**src/rtl/sc_backg_pkg.sv**
```systemverilog
// Shared types and constants for the background-lane sequencer.
package sc_backg_pkg;

    typedef enum logic [2:0] {
        IDLE   = 3'd0,
        CLEAR  = 3'd1,
        RUN    = 3'd2,
        PAUSED = 3'd3,
        LOAD   = 3'd4
    } backgState_t;

    localparam logic [1:0] SHIFT_NONE  = 2'b00;
    localparam logic [1:0] SHIFT_LEFT  = 2'b01;
    localparam logic [1:0] SHIFT_RIGHT = 2'b10;

    localparam int MIN_PERIOD = 2;

endpackage

```
**src/rtl/sc_period_counter.sv**
```systemverilog
// Up-counter with synchronous clear and enable; wraps at period-1 and flags the wrap combinationally.
module sc_period_counter #(
    parameter int WIDTH = 24
) (
    input  logic             SC_PERIODCOUNTER_CLOCK_50,
    input  logic             SC_PERIODCOUNTER_RESET_InHigh,
    input  logic             SC_PERIODCOUNTER_clear_InHigh,
    input  logic             SC_PERIODCOUNTER_enable_InHigh,
    input  logic [WIDTH-1:0] SC_PERIODCOUNTER_period_In,
    output logic             SC_PERIODCOUNTER_wrap_Out
);

    logic [WIDTH-1:0] countReg;

    // >= rather than == keeps the counter safe should the period ever shrink below the count
    assign SC_PERIODCOUNTER_wrap_Out = SC_PERIODCOUNTER_enable_InHigh &&
        (countReg >= (SC_PERIODCOUNTER_period_In - WIDTH'(1)));

    always_ff @(posedge SC_PERIODCOUNTER_CLOCK_50 or posedge SC_PERIODCOUNTER_RESET_InHigh) begin
        if (SC_PERIODCOUNTER_RESET_InHigh) begin
            countReg <= '0;
        end else if (SC_PERIODCOUNTER_clear_InHigh) begin
            countReg <= '0;
        end else if (SC_PERIODCOUNTER_enable_InHigh) begin
            countReg <= SC_PERIODCOUNTER_wrap_Out ? '0 : countReg + WIDTH'(1);
        end
    end

endmodule

```
**src/rtl/sc_statemachine_backg.sv**
```systemverilog
// Lane sequencer: drives clear/load/shift-select of one background-lane shift register.
module sc_statemachine_backg
    import sc_backg_pkg::*;
#(
    parameter int PRESCALER_WIDTH = 24,
    parameter int BASE_PERIOD     = 5000000,
    parameter int DIRECTION       = 0
) (
    input  logic       SC_STATEMACHINEBACKG_CLOCK_50,
    input  logic       SC_STATEMACHINEBACKG_RESET_InHigh,
    input  logic       SC_STATEMACHINEBACKG_start_InLow,
    input  logic       SC_STATEMACHINEBACKG_collision_InLow,
    input  logic       SC_STATEMACHINEBACKG_levelup_InHigh,
    input  logic       SC_STATEMACHINEBACKG_pause_InHigh,
    input  logic [1:0] SC_STATEMACHINEBACKG_speed_In,
    output logic       SC_STATEMACHINEBACKG_clear_OutLow,
    output logic       SC_STATEMACHINEBACKG_load_OutLow,
    output logic [1:0] SC_STATEMACHINEBACKG_shiftselection_Out,
    output logic       SC_STATEMACHINEBACKG_running_Out
);

    localparam logic [PRESCALER_WIDTH-1:0] BASE_P = PRESCALER_WIDTH'(BASE_PERIOD);
    localparam logic [PRESCALER_WIDTH-1:0] MIN_P  = PRESCALER_WIDTH'(MIN_PERIOD);
    localparam logic [1:0] SHIFT_CODE = (DIRECTION != 0) ? SHIFT_RIGHT : SHIFT_LEFT;

    backgState_t                stateReg, stateNext;
    logic [PRESCALER_WIDTH-1:0] periodReg;
    logic [PRESCALER_WIDTH-1:0] shiftedPeriod, periodSel;
    logic                       strobeReg;
    logic                       counterClr, counterEn, periodLoad, wrap;

    always_comb begin
        shiftedPeriod = BASE_P >> SC_STATEMACHINEBACKG_speed_In;
        periodSel     = (shiftedPeriod < MIN_P) ? MIN_P : shiftedPeriod;
    end

    // The PAUSED->RUN cycle also counts, so a k-cycle pause delays the strobe by exactly k
    always_comb begin
        stateNext  = stateReg;
        counterClr = 1'b0;
        counterEn  = 1'b0;
        periodLoad = 1'b0;
        unique case (stateReg)
            IDLE: begin
                if (!SC_STATEMACHINEBACKG_start_InLow) stateNext = CLEAR;
            end
            CLEAR: begin
                stateNext  = RUN;
                counterClr = 1'b1;
                periodLoad = 1'b1;
            end
            RUN: begin
                if (!SC_STATEMACHINEBACKG_collision_InLow)    stateNext = CLEAR;
                else if (SC_STATEMACHINEBACKG_levelup_InHigh) stateNext = LOAD;
                else if (SC_STATEMACHINEBACKG_pause_InHigh)   stateNext = PAUSED;
                else                                          counterEn = 1'b1;
            end
            PAUSED: begin
                if (!SC_STATEMACHINEBACKG_collision_InLow) begin
                    stateNext = CLEAR;
                end else if (!SC_STATEMACHINEBACKG_pause_InHigh) begin
                    stateNext = RUN;
                    counterEn = 1'b1;
                end
            end
            LOAD: begin
                if (!SC_STATEMACHINEBACKG_collision_InLow) begin
                    stateNext = CLEAR;
                end else begin
                    stateNext  = RUN;
                    counterClr = 1'b1;
                    periodLoad = 1'b1;
                end
            end
            default: stateNext = IDLE;
        endcase
    end

    sc_period_counter #(
        .WIDTH(PRESCALER_WIDTH)
    ) periodCounter (
        .SC_PERIODCOUNTER_CLOCK_50      (SC_STATEMACHINEBACKG_CLOCK_50),
        .SC_PERIODCOUNTER_RESET_InHigh  (SC_STATEMACHINEBACKG_RESET_InHigh),
        .SC_PERIODCOUNTER_clear_InHigh  (counterClr),
        .SC_PERIODCOUNTER_enable_InHigh (counterEn),
        .SC_PERIODCOUNTER_period_In     (periodReg),
        .SC_PERIODCOUNTER_wrap_Out      (wrap)
    );

    always_ff @(posedge SC_STATEMACHINEBACKG_CLOCK_50 or posedge SC_STATEMACHINEBACKG_RESET_InHigh) begin
        if (SC_STATEMACHINEBACKG_RESET_InHigh) begin
            stateReg  <= IDLE;
            periodReg <= MIN_P;
            strobeReg <= 1'b0;
        end else begin
            stateReg  <= stateNext;
            strobeReg <= wrap;
            if (periodLoad || wrap) periodReg <= periodSel;
        end
    end

    assign SC_STATEMACHINEBACKG_clear_OutLow       = (stateReg != CLEAR);
    assign SC_STATEMACHINEBACKG_load_OutLow        = (stateReg != LOAD);
    assign SC_STATEMACHINEBACKG_shiftselection_Out = strobeReg ? SHIFT_CODE : SHIFT_NONE;
    assign SC_STATEMACHINEBACKG_running_Out        = (stateReg == RUN) || (stateReg == PAUSED);

endmodule

```
**config.mk**
```make
export PLATFORM = sky130hd
export DESIGN_NAME = sc_statemachine_backg
export DESIGN_NICKNAME = d
export VERILOG_FILES = /design/src/rtl/sc_backg_pkg.sv /design/src/rtl/sc_period_counter.sv /design/src/rtl/sc_statemachine_backg.sv
export SDC_FILE = /design/constraint.sdc
export NUM_CORES = 1
export LEC_CHECK = 0
export ABC_CLOCK_PERIOD_IN_PS = 11270
export BUFFER_PORTS_ARGS = -buffer_cell sky130_fd_sc_hd__buf_2
export CORE_MARGIN = 2
export CORE_UTILIZATION = 60
export CTS_CLUSTER_SIZE = 25
export DETAILED_ROUTE_END_ITERATION = 8
export GPL_TIMING_DRIVEN = 0
export HOLD_SLACK_MARGIN = 0.15
export PLACE_DENSITY_LB_ADDON = 0.12
export SKIP_CTS_REPAIR_TIMING = 1
export SYNTH_ARGS = -nofsm -noshare
export SYNTH_HDL_FRONTEND = slang
export SYNTH_SLANG_ARGS = --single-unit
```
**constraint.sdc**
```tcl
create_clock -name SC_STATEMACHINEBACKG_CLOCK_50 -period 11.27 [get_ports SC_STATEMACHINEBACKG_CLOCK_50]
set_clock_uncertainty 0.1 [all_clocks]
set_input_delay 1.6905 -clock SC_STATEMACHINEBACKG_CLOCK_50 [delete_from_list [all_inputs] [get_ports SC_STATEMACHINEBACKG_CLOCK_50]]
set_output_delay 1.6905 -clock SC_STATEMACHINEBACKG_CLOCK_50 [all_outputs]
set_load 0.02 [all_outputs]
```
==> metrics.md, run 1 <==
| Metric | Value |
|---|---|
| Outcome | `complete, no violations` |
| Clock-pin slew of the registers on the worst-case setup and hold paths | `about 0.080 ns` |
| GR Layer Usage met2 | `38.8%` |
| Clock Latency Late Sink | `between 0.2 and 0.3 ns` |
| Slew headroom | `between 40% and 50%` |
| PwrDens | `roughly 180 mW/mm²` |
| Most common cell in the netlist | `nor2_1` |
| GR met1 Demand/Resource | `about a third` |
| Type of origin of the critical path | `register` |
| Clk root buf | `clkbuf_8` |
| Fin crit share | `between 30 and 40%` |
| Largest net degree at the start of global routing | `between 40 and 50` |
| Inserted Diodes | `0` |
| Hold Path Class | `reg2reg` |
| Core ar. | `about 0.0047 mm²` |
| Initial DRC Count | `104` |
| Routed WL | `about 5700 µm` |
| Least-Margin Pin Slew | `0.840 ns` |
| HPWL Detailed | `approximately 4200 µm` |
| Maximum root-to-sink buffer count | `2` |
| DR WL/cell | `approximately 15 µm` |
| Kind of critical path | `reg2reg` |
| Inst Count DP | `between 300 and 400` |
| MaxCap Viol Count | `0` |
| Final setup vio count | `0` |
| First-pass GRT wire length | `between 9000 and 10,000 µm` |
| Die Ht | `roughly 73 µm` |
| Synth top area cells | `dfrtp_1 35%, ha_1 14%, nor2_1 5.5%, xnor2_1 5.2%, xor2_1 3.3%` |
| Maximum vdd drop | `approximately 0.11 mV` |
| Fin nets | `approximately 370` |
| Synth Register Bits | `about 40` |
| Final-report max-slew violation count | `0` |
| Met3 global-route usage | `2.88%` |
| Most used routing layer | `met2` |
| Leakage Power | `1.44 nW` |
| Final hold slack | `0.437 ns` |
| Fillers | `around 380` |
| Synth unique cells | `47` |
| Grt ovf | `0` |
| Max Fclk | `around 220 MHz` |
| Top cell type's share of synthesized area | `34.6%` |
| CTS tree | `yes` |
| Top FF cell, synth | `dfrtp_1` |
| Vias in the first global route | `about 2,200` |
| Hold_sp | `periodReg[1]$_DFFE_PP1P_` |
| Row count | `25` |
| Vias | `roughly 2,200` |
| WHS Endpoint | `periodReg[1]$_DFFE_PP1P_` |
| Synth warn | `0` |
| Gpl congestion | `between 0.8 and 0.9` |
| Die area | `between 0.005 and 0.006 mm²` |
| Drt first pass iters | `4` |
| Worst reg2reg path depth | `16` |
| Reg2reg start | `periodReg[20]$_DFFE_PP0P_` |
| R2r setup slk | `around 6.8 ns` |
| P&R area growth vs syn | `7.75%` |
| Async S/R FF share, synth | `100%` |
| CP required | `approximately 11 ns` |
| RSZ-0062 raised after global routing | `no` |
| CP arrival | `4.56 ns` |
| Vias per cell | `approximately 5.7` |
| Cells after Synth | `313` |
| Antenna violations before repair | `0` |
| Final hold viol count | `0` |
| Min Clock Period, post-route | `between 4 and 5 ns` |
| Endpoint type of the worst setup path | `register` |
| Worst Path Max Fanout | `10` |
| # clock sinks | `41` |
| Post-route DRC | `0` |
| Synth cell count leaders | `42 x nor2_1, 40 x dfrtp_1, 32 x ha_1` |
| I/O Buffers | `11` |
| Starting Density | `around three fifths` |
| RR Endpoint | `periodCounter.countReg[5]$_DFFE_PP0P_` |
| Syn Nets | `between 300 and 400` |
| Post-synth EDFFs | `0` |
| Die X | `about 73 µm` |
| Syn Area/Cell | `9.23 µm²` |
| Layout cell share with drive strength beyond 1 | `13.6%` |
| Boundary Pins | `13` |
| Cell count of the worst hold path | `2` |
| Num CTS Buffers | `5` |
| Setup TNS | `0 ns` |
| Sequential share of the synthesized area | `approximately 36%` |
| Yosys top cell by area | `dfrtp_1` |
| GR Util All Layers | `23.4%` |
| ANT nets after route | `0` |
| Synth Cell Area | `~0.0029 mm²` |
| Final std cells w/o fill | `386` |
| H-tree levels | `2` |
cell usage in the layout, fill, tap and decap left out, types with 8 or more instances in the layout:
cell type,Yosys,final
nand2_1,23,23
nand3_1,14,14
inv_1,18,17
nor2_1,42,42
a21oi_1,16,16
xor2_1,11,11
dfrtp_1,40,40
mux2_2,8,8
nand4_1,8,8
buf_2,4,15
xnor2_1,17,17
nor3_1,9,9
ha_1,32,32
worst max-delay path by stage:
stage,startpoint,endpoint,slack (ns),cells past startpoint
floorplan,periodReg[17]$_DFFE_PP0P_,periodReg[16]$_DFFE_PP0P_,7.60,14
global placement,periodReg[20]$_DFFE_PP0P_,periodCounter.countReg[5]$_DFFE_PP0P_,6.92,16
detailed placement,periodReg[20]$_DFFE_PP0P_,periodCounter.countReg[5]$_DFFE_PP0P_,6.82,16
CTS,periodReg[20]$_DFFE_PP0P_,periodCounter.countReg[5]$_DFFE_PP0P_,6.76,16
global route,periodReg[20]$_DFFE_PP0P_,periodCounter.countReg[5]$_DFFE_PP0P_,6.34,16
finish,periodReg[20]$_DFFE_PP0P_,periodCounter.countReg[5]$_DFFE_PP0P_,6.79,16
metrics by stage:
step	cell area, µm²	setup slack [ns]	utilization [%]	total power, W
after CTS	3110	6.76	66.3	0.000552
after global placement	3010	6.92	64.2	0.000437
final	3110	6.79	66.3	0.000549
after detailed placement	3010	6.82	64.2	0.000446
after global routing	3110	6.34	66.3	0.000598
after floorplan	2890	7.60	-	0.000387
flip-flops by register name (all words and copies together), names as in the netlist:
signal / flops
periodCounter.countReg: 24
periodReg: 13
stateReg: 3
strobeReg: 1
area by class of cell:
class | count | area (µm²) | share of cell area [%]
sequential | 41 | 1030 | 33.0
timing repair buffer | 11 | 55.1 | 1.77
multi-input combinational | 243 | 1720 | 55.3
clock inverter | 1 | 5.00 | 0.161
clock buffer | 7 | 96.3 | 3.09
inverter | 18 | 67.6 | 2.17
tap | 54 | 67.6 | 2.17
buffer | 11 | 72.6 | 2.33
critical path: stages, from the launching register on:
cell and delay (ns):
dfrtp_1 0.36, clkbuf_1 0.19, nor4_1 0.36, nand2_1 0.14, nor4_1 0.41, nand2_1 0.20
nor3_1 0.38, nor2_1 0.10, ha_1 0.32, and4_1 0.28, nand4_1 0.15, a211oi_1 0.29
a21oi_1 0.15, nand2_1 0.31, buf_4 0.26, buf_2 0.28, nor2_1 0.09
report_power, final:
part	switching (W)	internal, W
logic	0.000138	0.000102
clock network	0.0000505	0.0000554
registers	0.0000295	0.000174
logic make-up after synthesis:
logic type,count (synthesis),share of synthesized area [%]
buffers and inverters,29,4.85
multiplexers,12,4.50
flip-flops,41,35.6
other,1,0.130
adder cells (fa/ha/maj),32,13.9
XOR/XNOR,28,8.49
AO/OA/AOI/OAI,47,11.4
AND/OR/NAND/NOR,123,21.2
metal layers:
metal / up-vias / routed length (µm)
met5: - / 0
met1: 1023 / 2760
met3: 10 / 125
met2: 22 / 2680
met4: 0 / 91
li1: 1134 / -
Note: power is estimated with default switching activity, not from simulation.
==> inputs of run 2 (changes only) <==
Settings changed: ABC_AREA set to 1, ABC_CLOCK_PERIOD_IN_PS 11270 to 3900, CORE_UTILIZATION 60 to 56.
Clock period 11.27 ns to 3.9 ns, I/O delays scaled along.
==> metrics.md, run 2 <==
| Metric | Value |
|---|---|
| Outcome | `complete, no violations` |
| Most common cell in the netlist | `nand2_1` |
| CTS tree | `yes` |
| Initial DRC Count | `~160` |
| Crit-path most repeated cell | `nor2_1` |
| Grt ovf | `0` |
| Routed WL | `around 7000 µm` |
| ANT nets after route | `0` |
| Row count | `27` |
| Clock Latency Late Sink | `~0.30 ns` |
| Max Fclk | `slightly above 300 MHz` |
| H-tree levels | `2` |
| Gpl congestion | `~0.87` |
| Sw Pwr | `~0.00076 W` |
| Die Ht | `79.3 µm` |
| Endpoint type of the worst setup path | `register` |
| PwrDens | `just over 500 mW/mm²` |
| Max FFs per register | `24` |
| Kind of critical path | `reg2reg` |
| Boundary Pins | `13` |
| Reg power frac | `33.6%` |
| Synth Register Bits | `a little over 40` |
| CP required | `between 3 and 4 ns` |
| Synth top area cells | `dfrtp_1 32%, nand2_1 16%, ha_1 13%, nor2_1 7.9%, inv_1 5.9%` |
| Synth unique cells | `32` |
| Sequential share of the synthesized area | `32.3%` |
| Vias in the first global route | `2,579` |
| Synth warn | `0` |
| Die area | `0.00629 mm²` |
| Largest net degree at the start of global routing | `between 40 and 50` |
| Synth cell count leaders | `135 x nand2_1, 67 x nor2_1, 50 x inv_1` |
| Post-synth EDFFs | `0` |
| Largest Register | `periodCounter.countReg` |
| Register area | `slightly above 0.001 mm²` |
| Sw Share | `a little over two fifths` |
| Post-route DRC | `0` |
| Area taken by multi-input logic gates | `0.00188 mm²` |
| Fin crit share | `roughly 85%` |
| GR Util All Layers | `between 20% and 30%` |
| Yosys top cell by area | `dfrtp_1` |
| Clock-pin slew of the registers on the worst-case setup and hold paths | `around 0.080 ns` |
| Top Registers | `periodCounter.countReg x24, periodReg x13, stateReg x3` |
| Core ar. | `between 0.005 and 0.006 mm²` |
| HPWL Detailed | `about 5500 µm` |
| Async S/R FF share, synth | `100%` |
| Comb power frac | `45.9%` |
| Min Clock Period, post-route | `3.32 ns` |
| Top cell type's share of synthesized area | `between 30% and 40%` |
| Commonest non-fill, non-tap cells in the layout | `135 x nand2_1, 67 x nor2_1, 49 x inv_1` |
| Clock Power Share | `about a fifth` |
| Slowest stage delay, CP | `0.46 ns` |
| Fillers | `~530` |
| Most common cell after layout, fill and taps aside | `nand2_1` |
| Inserted Diodes | `0` |
| P&R area growth vs syn | `8.23%` |
| Syn Area/Cell | `7.03 µm²` |
| Cells after Synth | `~450` |
| Antenna violations before repair | `0` |
| Setup TNS | `0 ns` |
| Syn Nets | `just under 500` |
| Leakage Power | `1.77 nW` |
| Reg2reg start | `periodReg[20]$_DFFE_PP0P_` |
| Final hold viol count | `0` |
| Starting Density | `between 50 and 60%` |
| CP Cell Sequence | `nor2_1, nand3_1, nor3_1, nand2_1, nor2_2, inv_1, ha_1, nand2_1, nor2_1, a21boi_0, nor2_1, nand3_1, nand2_2, nand2_2, buf_2, nor2_1` |
| RR Endpoint | `periodCounter.countReg[6]$_DFFE_PP0P_` |
| I/O Buffers | `11` |
| RSZ-0062 raised after global routing | `no` |
| MaxCap Viol Count | `0` |
| CP arrival | `around 3.4 ns` |
| Worst reg2reg path depth | `16` |
| Vias | `between 2,000 and 3,000` |
| Fin nets | `slightly above 500` |
| Hold Path Class | `in2async` |
| First-pass GRT wire length | `12,100 µm` |
| # clock sinks | `41` |
| Clk root buf | `clkbuf_8` |
| Maximum vdd drop | `0.376 mV` |
| Top FF cell, synth | `dfrtp_1` |
| Vias per cell | `about 5.2` |
| CP max-delay cell | `dfrtp_1` |
| Final setup vio count | `0` |
| Internal | `0.000998 W` |
| DR WL/cell | `around 13 µm` |
| Maximum root-to-sink buffer count | `2` |
| Worst Path Max Fanout | `10` |
| Die X | `79.3 µm` |
| R2r setup slk | `between 0.5 and 0.6 ns` |
| Final-report max-slew violation count | `0` |
| Drt first pass iters | `7` |
| Least-Margin Pin Slew | `0.879 ns` |
| Total power | `0.00176 W` |
| Slew headroom | `between 40% and 50%` |
| Worst Setup SP | `periodReg[20]$_DFFE_PP0P_` |
| Type of origin of the critical path | `register` |
| Layout cell share with drive strength beyond 1 | `a little under 10%` |
| Num CTS Buffers | `5` |
| Synth Cell Area | `~0.0032 mm²` |
run 2: changes by cell type after synthesis, moves of 5 or more:
cell	previous run	this run
nor2_1	42	67
nand2_2	0	5
nand2_1	23	135
xnor2_1	17	7
a21oi_1	16	11
nand3_1	14	33
inv_1	18	50
and4_1	5	0
mux2_2	8	0
run 2: final cells by class:
class,instances,share of cell area (%)
inverters,54,5.90
well taps,72,2.62
flip-flops and latches,41,29.9
multi-input cells,348,54.8
clock inverters,1,0.874
plain buffers,9,1.86
clock buffers,7,2.51
repair buffers,11,1.60
run 2: worst max-delay path by stage:
stage / end / slack, ns / cells past startpoint
floorplan: periodCounter.countReg[0]$_DFFE_PP0P_ / 1.22 / 19
global placement: periodCounter.countReg[12]$_DFFE_PP0P_ / 0.69 / 17
detailed placement: periodCounter.countReg[6]$_DFFE_PP0P_ / 0.58 / 16
CTS: periodCounter.countReg[6]$_DFFE_PP0P_ / 0.58 / 16
global route: periodCounter.countReg[9]$_DFFE_PP0P_ / 0.27 / 19
finish: periodCounter.countReg[6]$_DFFE_PP0P_ / 0.58 / 16
run 2: kinds of logic (layout without fill, tap and decap cells):
group | Yosys count | after routing | share of synthesized area (%)
DFF | 41 | 41 | 32.3
adders and majority gates | 32 | 32 | 12.6
other | 1 | 1 | 0.118
AOI/OAI and AO/OA | 21 | 21 | 3.94
xor gates and xnor gates | 21 | 21 | 5.79
buffers and inverters | 63 | 82 | 8.39
and+or+nand+nor | 273 | 273 | 36.8
run 2: critical path, delay by kind of cell (launching register included):
family,cells,cell delay (ns)
DFF,1,0.46
adders and majority gates,1,0.31
buffers and inverters,2,0.39
AOI/OAI and AO/OA,1,0.24
and+or+nand+nor,12,1.69
run 2: through the flow:
step	instance area [µm²]	hold slack, ns	setup slack [ns]	util, %	std cells
after floorplan	3180	0.376	1.22	-	452
after global placement	3320	0.402	0.690	60.3	535
after detailed placement	3320	0.398	0.583	60.3	535
after CTS	3440	0.399	0.583	62.4	543
after global routing	3440	0.448	0.269	62.4	543
final	3440	0.363	0.585	62.4	543
run 2: routing by layer:
metal	track usage, %	vias to the layer above	wire, µm
met5	0	-	0
met4	6.03	0	90
met3	2.73	10	272
met2	43.1	67	3480
met1	32.7	1303	3260
li1	-	1457	-
run 2: power by group through the flow:
stage	Clock [W]	Sequential [W]	Combinational, W
after floorplan	0	0.000573	0.000630
after global placement	0	0.000597	0.000787
after detailed placement	0	0.000600	0.000809
after CTS	0.000371	0.000591	0.000813
after global routing	0.000382	0.000604	0.000926
final	0.000361	0.000592	0.000809
==> inputs of run 3 (changes only) <==
Settings changed: CORE_UTILIZATION 56 to 57, SYNTH_HIERARCHICAL set to 1.
==> metrics.md, run 3 <==
| Metric | Value |
|---|---|
| Outcome | `complete, no violations` |
| Antenna violations before repair | `0` |
| Die X | `between 80 and 90 µm` |
| Largest net degree at the start of global routing | `25` |
| DR WL/cell | `between 10 and 15 µm` |
| Synth warn | `6` |
| Max Fclk | `roughly 280 MHz` |
| Leakage Power | `2.06 nW` |
| Starting Density | `about three fifths` |
| Most common cell in the netlist | `nand2_1` |
| Routed WL | `between 8000 and 9000 µm` |
| CP required | `around 4.0 ns` |
| MaxCap Viol Count | `0` |
| Final setup vio count | `0` |
| Synth unique cells | `39` |
| Max FFs per register | `24` |
| Total power | `approximately 0.0018 W` |
| Maximum vdd drop | `approximately 0.35 mV` |
| Hold Path Class | `in2async` |
| CP delay by family, top | `simple AND/OR/NAND/NOR gates` |
| Core ar. | `roughly 0.0063 mm²` |
| Vias | `between 3,000 and 4,000` |
| Internal | `0.000981 W` |
| Clock-pin slew of the registers on the worst-case setup and hold paths | `about 0.090 ns` |
| Fillers | `588` |
| Num CTS Buffers | `5` |
| Least-Margin Pin Slew | `approximately 0.92 ns` |
| Die area | `0.00720 mm²` |
| Min Clock Period, post-route | `3.57 ns` |
| Drt first pass iters | `4` |
| Setup TNS | `0 ns` |
| Row count | `29` |
| Gpl congestion | `0.867` |
| Top cell type's share of synthesized area | `about 27%` |
| Initial DRC Count | `~150` |
| Async S/R FF share, synth | `100%` |
| Synth Register Bits | `41` |
| Largest Register | `periodCounter/countReg` |
| Maximum root-to-sink buffer count | `2` |
| Cells after Synth | `about 550` |
| Top Registers | `periodCounter/countReg x24, periodReg x13, stateReg x3` |
| P&R area growth vs syn | `8.63%` |
| HPWL Detailed | `between 6000 and 7000 µm` |
| Worst Path Max Fanout | `10` |
| Most common cell after layout, fill and taps aside | `nand2_1` |
| Synth cell count leaders | `186 x nand2_1, 84 x nor2_1, 54 x inv_1` |
| Area taken by multi-input logic gates | `0.00244 mm²` |
| Sequential share of the synthesized area | `~28%` |
| Yosys top cell by area | `dfrtp_1` |
| GR Util All Layers | `roughly a quarter` |
| Endpoint type of the worst setup path | `register` |
| Sw Pwr | `about 0.00079 W` |
| Register area | `about 0.0010 mm²` |
| Clk root buf | `clkbuf_8` |
| Sw Share | `44.7%` |
| # clock sinks | `roughly 40` |
| Synth top area cells | `dfrtp_1 27%, nand2_1 19%, ha_1 11%, nor2_1 8.5%, inv_1 5.4%` |
| Fin crit share | `91.6%` |
| Die Ht | `about 85 µm` |
| First-pass GRT wire length | `roughly 15,000 µm` |
| Final-report max-slew violation count | `0` |
| Reg power frac | `36.0%` |
| Post-synth EDFFs | `0` |
| Final hold viol count | `0` |
| PwrDens | `between 400 and 500 mW/mm²` |
| Slew headroom | `38.7%` |
| Vias in the first global route | `roughly 3,300` |
| Post-route DRC | `0` |
| CTS tree | `yes` |
| Kind of critical path | `reg2reg` |
| Syn Area/Cell | `~6.8 µm²` |
| CP max-delay cell | `dfrtp_2` |
| Clock Power Share | `20.0%` |
| Commonest non-fill, non-tap cells in the layout | `185 x nand2_1, 83 x nor2_1, 53 x inv_1` |
| DP Worst Slack | `roughly 0.14 ns` |
| CP arrival | `3.66 ns` |
| H-tree levels | `2` |
| Final hold slack | `around 0.27 ns` |
| Grt ovf | `0` |
| Final std cells w/o fill | `around 660` |
| Vias per cell | `5.11` |
| Worst path buffer plus inverter count | `5` |
| Clock Latency Late Sink | `around 0.3 ns` |
| Comb power frac | `a little over two fifths` |
| ANT nets after route | `0` |
| Inst Count DP | `647` |
| Synth Cell Area | `0.00373 mm²` |
| Inserted Diodes | `0` |
| Layout cell share with drive strength beyond 1 | `12.6%` |
| Top FF cell, synth | `dfrtp_1` |
| Fin nets | `a little over 600` |
| Setup WS post-layout | `~0.33 ns` |
| Slowest stage delay, CP | `0.50 ns` |
| I/O Buffers | `11` |
| Type of origin of the critical path | `register` |
| Boundary Pins | `13` |
| CP Cell Sequence | `inv_2, nand2_1, nor2_2, nand2_2, nor2_4, nand2_2, nor2_2, nand2_1, xnor2_1, inv_1, ha_1, a21o_1, nor2_1, nand2_1, a21oi_1, nand2_1, nand2_4, buf_6, clkinvlp_4, nand3b_4, buf_6, nor2_2, nor2_2` |
run 3: cell types whose count changed after synthesis, sizes merged, moves of 6 or more:
cell	delta
nand2	+52
a21oi	+6
nand3	-16
nor2	+26
o21ai	+10
inv	+7
run 3: per-layer routing:
layer | routed length [µm] | global-route usage, % | vias up | part of all wire (%)
li1 | - | - | 1775 | -
met1 | 3750 | 30.9 | 1533 | 45
met2 | 4250 | 47.1 | 38 | 51
met3 | 220 | 3.50 | 4 | 2.7
met4 | 59 | 4.33 | 0 | 0.71
met5 | 0 | 0 | - | 0
run 3: cell type report:
class	instances	area share [%]
buffer	10	1.64
clock buffer	5	1.70
clock inverter	3	1.14
inverter	62	5.84
multi-input combinational	446	60.3
sequential	41	25.5
tap	77	2.38
timing repair buffer	12	1.55
run 3: through the flow:
| step | util, % | cell area, µm² |
|---|---|---|
| floorplan | - | 3750 |
| global placement | 61.5 | 3900 |
| detailed placement | 61.5 | 3900 |
| CTS | 63.3 | 4020 |
| global route | 63.7 | 4050 |
| finish | 63.7 | 4050 |
run 3: worst paths after layout:
path	start	endpoint	slack (ns)	cells past startpoint
setup / recovery	periodReg[20]$_DFFE_PP0P_	periodReg[16]$_DFFE_PP0P_	0.33	23
setup reg to reg	periodReg[20]$_DFFE_PP0P_	periodReg[16]$_DFFE_PP0P_	0.33	23
hold / removal	SC_STATEMACHINEBACKG_RESET_InHigh	stateReg[1]$_DFFE_PP0P_	0.27	2
max in group asynchronous	SC_STATEMACHINEBACKG_RESET_InHigh	periodCounter/countReg[13]$_DFFE_PP0P_	2.75	2
hold reg to reg	periodReg[1]$_DFFE_PP1P_	periodReg[1]$_DFFE_PP1P_	0.35	2
min in group SC_STATEMACHINEBACKG_CLOCK_50	periodReg[1]$_DFFE_PP1P_	periodReg[1]$_DFFE_PP1P_	0.35	2
run 3: power by group through the flow:
stage | Clock, W | Combinational [W] | Sequential [W]
3_5_place_dp | 0 | 0.000768 | 0.000644
5_1_grt | 0.000377 | 0.000897 | 0.000655
3_3_place_gp | 0 | 0.000743 | 0.000642
2_1_floorplan | 0 | 0.000617 | 0.000607
4_1_cts | 0.000365 | 0.000776 | 0.000636
6_report | 0.000355 | 0.000780 | 0.000639
run 3: kinds of logic (layout without fill, tap and decap cells):
logic type                 after synthesis  count (layout)  synth area share [%]
DFF                                     41              41                  27.6
xor gates and xnor gates                25              25                  5.88
and+or+nand+nor                        338             338                  40.7
AOI/OAI and AO/OA                       42              42                  6.75
buffers and inverters                   72              92                  7.92
adders and majority gates               33              33                  11.1
other                                    1               8                 0.101
